`config.mk`:
```
export PLATFORM = sky130hd
export DESIGN_NAME = iq_head_reader
export DESIGN_NICKNAME = d
export VERILOG_FILES = /design/src/rtl/drac_pkg.sv /design/src/rtl/iq_head_reader.sv
export SDC_FILE = /design/constraint.sdc
export NUM_CORES = 1
export LEC_CHECK = 0
export BUFFER_PORTS_ARGS = -buffer_cell sky130_fd_sc_hd__buf_2
export CORE_AREA = 2 2 170 172
export DETAILED_ROUTE_END_ITERATION = 8
export DIE_AREA = 0 0 172 174
export PLACE_DENSITY = 0.57
export SETUP_SLACK_MARGIN = 0.05
export SLEW_MARGIN = 20
export SYNTH_ARGS = -nofsm -noshare
export SYNTH_HDL_FRONTEND = slang
export SYNTH_SLANG_ARGS = --single-unit
```
`constraint.sdc`:
```
create_clock -name clk_i -period 3.1 [get_ports clk_i]
set_clock_uncertainty 0.1 [all_clocks]
set_input_delay 0.155 -clock clk_i [delete_from_list [all_inputs] [get_ports clk_i]]
set_output_delay 0.155 -clock clk_i [all_outputs]
set_load 0.05 [all_outputs]
```
`src/rtl/drac_pkg.sv`:
```
// Shared pipeline types for the ID -> IR instruction queue path,
// including the state encoding of the queue head reader.
package drac_pkg;

   localparam int unsigned NUM_SCALAR_INSTR = 2;

   typedef struct packed {
      logic        valid;
      logic [63:0] pc;
      logic [31:0] inst;
      logic        stall_csr_fence;
   } instr_entry_t;

   typedef struct packed {
      instr_entry_t instr;
   } id_ir_stage_t;

   typedef enum logic [1:0] {
      RUN         = 2'd0,
      SERIAL_WAIT = 2'd1,
      FLUSH       = 2'd2
   } iq_rd_state_t;

endpackage

```
`src/rtl/iq_head_reader.sv`:
```
// Instruction queue consumer: picks an in-order group of head entries, pops them,
// and registers the group for rename/issue; serializes CSR/fence and handles flushes.
module iq_head_reader
   import drac_pkg::*;
#(
   parameter int unsigned STALL_CNT_W = 32
) (
   input  logic                          clk_i,
   input  logic                          rstn_i,
   input  id_ir_stage_t                  instruction_S_i [NUM_SCALAR_INSTR],
   input  logic                          empty_i,
   input  logic                          flush_i,
   input  logic                          ready_i,
   input  logic                          csr_fence_done_i,
   output logic [NUM_SCALAR_INSTR-1:0]   read_head_S_o,
   output id_ir_stage_t                  instruction_S_o [NUM_SCALAR_INSTR],
   output logic [NUM_SCALAR_INSTR-1:0]   valid_S_o,
   output logic                          serial_busy_o,
   output logic [STALL_CNT_W-1:0]        stall_cnt_o
);

   iq_rd_state_t                  state_q;
   id_ir_stage_t                  instr_q [NUM_SCALAR_INSTR];
   logic [NUM_SCALAR_INSTR-1:0]   valid_q;
   logic                          busy_q;
   logic [STALL_CNT_W-1:0]        stall_cnt_q;
   logic [STALL_CNT_W-1:0]        stall_cnt_d;
   logic                          load_s;
   logic [NUM_SCALAR_INSTR-1:0]   eligible_s;

   // A lane issues only behind eligible older lanes; a serializing entry only alone in lane 0.
   function automatic logic [NUM_SCALAR_INSTR-1:0] eligible_lanes(
      input logic         load,
      input logic         empty,
      input id_ir_stage_t lanes [NUM_SCALAR_INSTR]
   );
      logic                        chain;
      logic                        fence_seen;
      logic [NUM_SCALAR_INSTR-1:0] elig;
      chain      = load & ~empty;
      fence_seen = 1'b0;
      elig       = '0;
      for (int k = 0; k < NUM_SCALAR_INSTR; k++) begin
         chain      = chain & lanes[k].instr.valid & ~fence_seen
                      & ~((k != 0) & lanes[k].instr.stall_csr_fence);
         elig[k]    = chain;
         fence_seen = fence_seen | lanes[k].instr.stall_csr_fence;
      end
      return elig;
   endfunction

   // Load decision and lane selection; reset gating keeps pops quiet while in reset.
   always_comb begin
      load_s      = rstn_i && (state_q == RUN) && !flush_i && (!(|valid_q) || ready_i);
      eligible_s  = eligible_lanes(load_s, empty_i, instruction_S_i);
      if ((|valid_q) && !ready_i && (stall_cnt_q != {STALL_CNT_W{1'b1}})) begin
         stall_cnt_d = stall_cnt_q + {{(STALL_CNT_W-1){1'b0}}, 1'b1};
      end else begin
         stall_cnt_d = stall_cnt_q;
      end
   end

   // Reader FSM with the registered group, busy flag and stall counter.
   always_ff @(posedge clk_i or negedge rstn_i) begin
      if (!rstn_i) begin
         state_q     <= RUN;
         valid_q     <= '0;
         busy_q      <= 1'b0;
         stall_cnt_q <= '0;
         for (int k = 0; k < NUM_SCALAR_INSTR; k++) begin
            instr_q[k] <= '0;
         end
      end else begin
         stall_cnt_q <= stall_cnt_d;
         if (flush_i) begin
            valid_q <= '0;
            state_q <= FLUSH;
            busy_q  <= 1'b0;
         end else begin
            case (state_q)
               RUN: begin
                  if (load_s) begin
                     valid_q <= eligible_s;
                     for (int k = 0; k < NUM_SCALAR_INSTR; k++) begin
                        if (eligible_s[k]) begin
                           instr_q[k] <= instruction_S_i[k];
                        end
                     end
                     if (eligible_s[0] && instruction_S_i[0].instr.stall_csr_fence) begin
                        state_q <= SERIAL_WAIT;
                        busy_q  <= 1'b1;
                     end
                  end else if (ready_i) begin
                     valid_q <= '0;
                  end
               end
               SERIAL_WAIT: begin
                  if (ready_i) begin
                     valid_q <= '0;
                  end
                  if (csr_fence_done_i) begin
                     state_q <= RUN;
                     busy_q  <= 1'b0;
                  end
               end
               FLUSH: begin
                  if (ready_i) begin
                     valid_q <= '0;
                  end
                  state_q <= RUN;
               end
               default: begin
                  state_q <= RUN;
                  valid_q <= '0;
                  busy_q  <= 1'b0;
               end
            endcase
         end
      end
   end

   assign read_head_S_o   = eligible_s;
   assign instruction_S_o = instr_q;
   assign valid_S_o       = valid_q;
   assign serial_busy_o   = busy_q;
   assign stall_cnt_o     = stall_cnt_q;

endmodule

```
==> flow_summary.toml <==
[outcome]
status = "finished clean"

[critical_path]
reg2reg_setup_slack_ps = 340
cp_slowest_cell = "dlygate4sd3_1"
endpoint = "instruction_S_o[79]"
arrival_ps = 3120
worst-path-stages = 11
rr_endpoint = "instruction_S_o[79]"
path_common_cell = "nand2_1"
critPathKind = "reg2reg"
slowest_delay_ps = 550
worstPathRequired_ps = 3450
cp-startpoint = "state_q[0]"
worstPathBufferInverterCount = 5
worst_setup_path_start_kind = "register"
crit_chain = "inv_1 -> ha_1 -> and2_1 -> nand4_4 -> clkinv_2 -> nand3_4 -> inv_4 -> buf_4 -> nand2_1 -> nand2_1 -> dlygate4sd3_1"
cp_max_fo = 25
crit_family = "buffers and inverters"
reg2reg_depth = 11
endpoint_kind = "register"
r2r_start = "state_q[0]"

[routing]
viasPerCell = 4.403
drt_iter0_markers = 433
firstDrtPassIters = 5
route.detailed.drc = 0
wl_per_cell_um = 15.01
routed-via-count = 9039
ant_nets = 0
wirelength_um = 30810

[placed_design]
portBuffers = 434
gp_congestion = 0.8202
dpl.hpwl_um = 20540
pre_cts_ws_ps = 482.4

[yosys]
syn_area_mm2 = 0.009213
synthTopCellsByArea = "dfrtp_1, nand2_1, xnor2_1"
ys_ff_latch = 233
netlist.area_leader.share = 0.6329
yosysTopAreaCell = "dfrtp_1"
synthTopCellsByCount = "nand2_1, dfrtp_1, clkbuf_1"
synth_cell_types = 38
avgSynthCellArea_um2 = 9.158
synth-edff-count = 0
synth_ff_type = "dfrtp_1"
synth.most_common_cell = "nand2_1"
yosysWarnings = 0
ys_seq_area_frac = 0.6329
syn_nets = 1213
syn_inst = 1006
synth_async_sr_flop_share = 1.000

[clock_network]
cts-root-buf = "clkbuf_16"
cts.path.max_buffers = 3
clkTransAtPathRegs_ps = 60
cts_tree = "done"
clk-insertion-delay-late_ps = 520
cts.sinks = 233
cts_buffers = 26
h-tree-depth = 1
post_cts_buffers = 0

[global_route]
gr-total-overflow = 0
grt_pass1_wl_um = 47700
groute.usage.overall = 0.1997
grt_max_degree = 99
antenna_found_initial = 6
grt_pass1_vias = 9088

[final_layout]
seqCellArea_mm2 = 0.005831
synthToLayoutAreaGrowth_pct = 60.27
drive_above_1_share = 0.2990
fillers = 2618
multiInputGateArea_mm2 = 0.003182
nets = 1852

[sta]
period_needed_ps = 2761
max_freq_mhz = 362.1
setup_violations = 0
relSlewSlack = 0.2806
slew_violations = 0
fin_setup_tns_ps = 0
finalHoldViolations = 0
setup_ws_ps = 338.7
finalCritPeriodShare = 0.8907
tightest_slew_ps = 1079
rsz0062_at_grt = "no"

[worst_hold_path]
hold_path_depth = 4
hp-class = "in2reg"

[flow_run]
cap_violations = 0

[power_and_ir_drop]
seqPwrFrac = 0.391
p_sw_w = 0.003360
power_frac_comb = 0.283
internal-power_w = 0.005926
leakage_nw = 8.433
switching_share = 0.3618
ir_worst_vdd_v = 0.0003691
pwr-share-clk = 0.326
power_density_mw_per_mm2 = 628.9

[floorplan]
start_util = 0.3263
fp.dieW_um = 172
core_area_mm2 = 0.02824
rows = 62
io_pins = 435
die_area_mm2 = 0.02993
die-height_um = 174
## layout by cell type, fill, tap and decap left out, types with 5 or more instances in the layout
cell type      count
diode_2            7
ha_1               5
nor2_1            18
clkinv_2           7
dlygate4sd3_1    209
buf_2            433
buf_4             12
xnor2_1           23
nand2_1          592
xor2_1             7
nand4_1           14
clkbuf_16         27
clkbuf_1           6
dfrtp_1          233
nor3_1             8
nand3_1           17
inv_1              6
## routing by layer
metal | vias up | routed length, um | track usage
li1 | 4398 | - | -
met1 | 4215 | 11970 | 0.2327
met2 | 355 | 15070 | 0.3432
met3 | 71 | 2588 | 0.05578
met4 | 0 | 1175 | 0.08368
met5 | - | 0 | 0
## registers in the layout, summed over array words and instances (netlist names)
register         flops
instruction_S_o    196
stall_cnt_o         32
state_q              2
valid_S_o            2
serial_busy_o        1
## stage by stage
step | util | area (um2) | cells | hold slack (ps) | power (W)
final | 0.5229 | 14770 | 2053 | 56.19 | 0.009286
after global routing | 0.5227 | 14760 | 2051 | 70.01 | 0.009729
after CTS | 0.5222 | 14750 | 2046 | 27.75 | 0.009393
after detailed placement | 0.4185 | 11820 | 1792 | 225.9 | 0.006096
after global placement | 0.4185 | 11820 | 1792 | 225.5 | 0.006072
after floorplan | - | 9213 | 1006 | -240.6 | 0.005356
## logic make-up after synthesis
logic type / count (synthesis) / synth area share
xor gates and xnor gates: 30 / 0.02852
buffers and inverters: 53 / 0.02404
adders and majority gates: 5 / 0.006791
muxes: 2 / 0.002309
AOI/OAI and AO/OA: 9 / 0.007470
DFF: 233 / 0.6329
and+or+nand+nor: 674 / 0.2980
## cell type report
type                            count  area share
Antenna cell                        7    0.001186
Clock buffer                       36     0.05008
Clock inverter                      9    0.006610
Inverter                            8    0.002288
Multi-Input combinational cell    720      0.2155
Sequential cell                   233      0.3949
Tap cell                          384     0.03254
Timing Repair Buffer              656      0.2969
## what timing repair did
action                     CTS  global route
hold buffers               209             0
setup endpoints to repair    0             9
hold endpoints to repair   296             0
gates resized for setup      0             2
## worst reg2reg max path, cell delays in order, from the launching register on
cell and delay (ps):
dfrtp_1 400, inv_1 100, ha_1 230, and2_1 190, nand4_4 110, clkinv_2 90, nand3_4 220, inv_4 320
buf_4 250, nand2_1 70, nand2_1 60, dlygate4sd3_1 550
## worst min-delay path by stage
stage | slack [ps] | endpoint | startpoint
global route | 70 | instruction_S_o[97] | instruction_S_i[0]
CTS | 30 | instruction_S_o[97] | instruction_S_i[0]
floorplan | -240 | instruction_S_o[0] | rstn_i
finish | 60 | instruction_S_o[97] | instruction_S_i[0]
detailed placement | 230 | instruction_S_o[143] | rstn_i
global placement | 230 | instruction_S_o[143] | rstn_i
## power by group through the flow
stage	Combinational [W]	Clock [W]	Sequential, W
after global placement	0.00241	0	0.00367
after CTS	0.00264	0.00313	0.00363
after floorplan	0.000308	0	0.00505
final	0.00263	0.00303	0.00363
after detailed placement	0.00243	0	0.00367
after global routing	0.00279	0.00326	0.00368
Note: power is estimated with default switching activity, not from simulation.
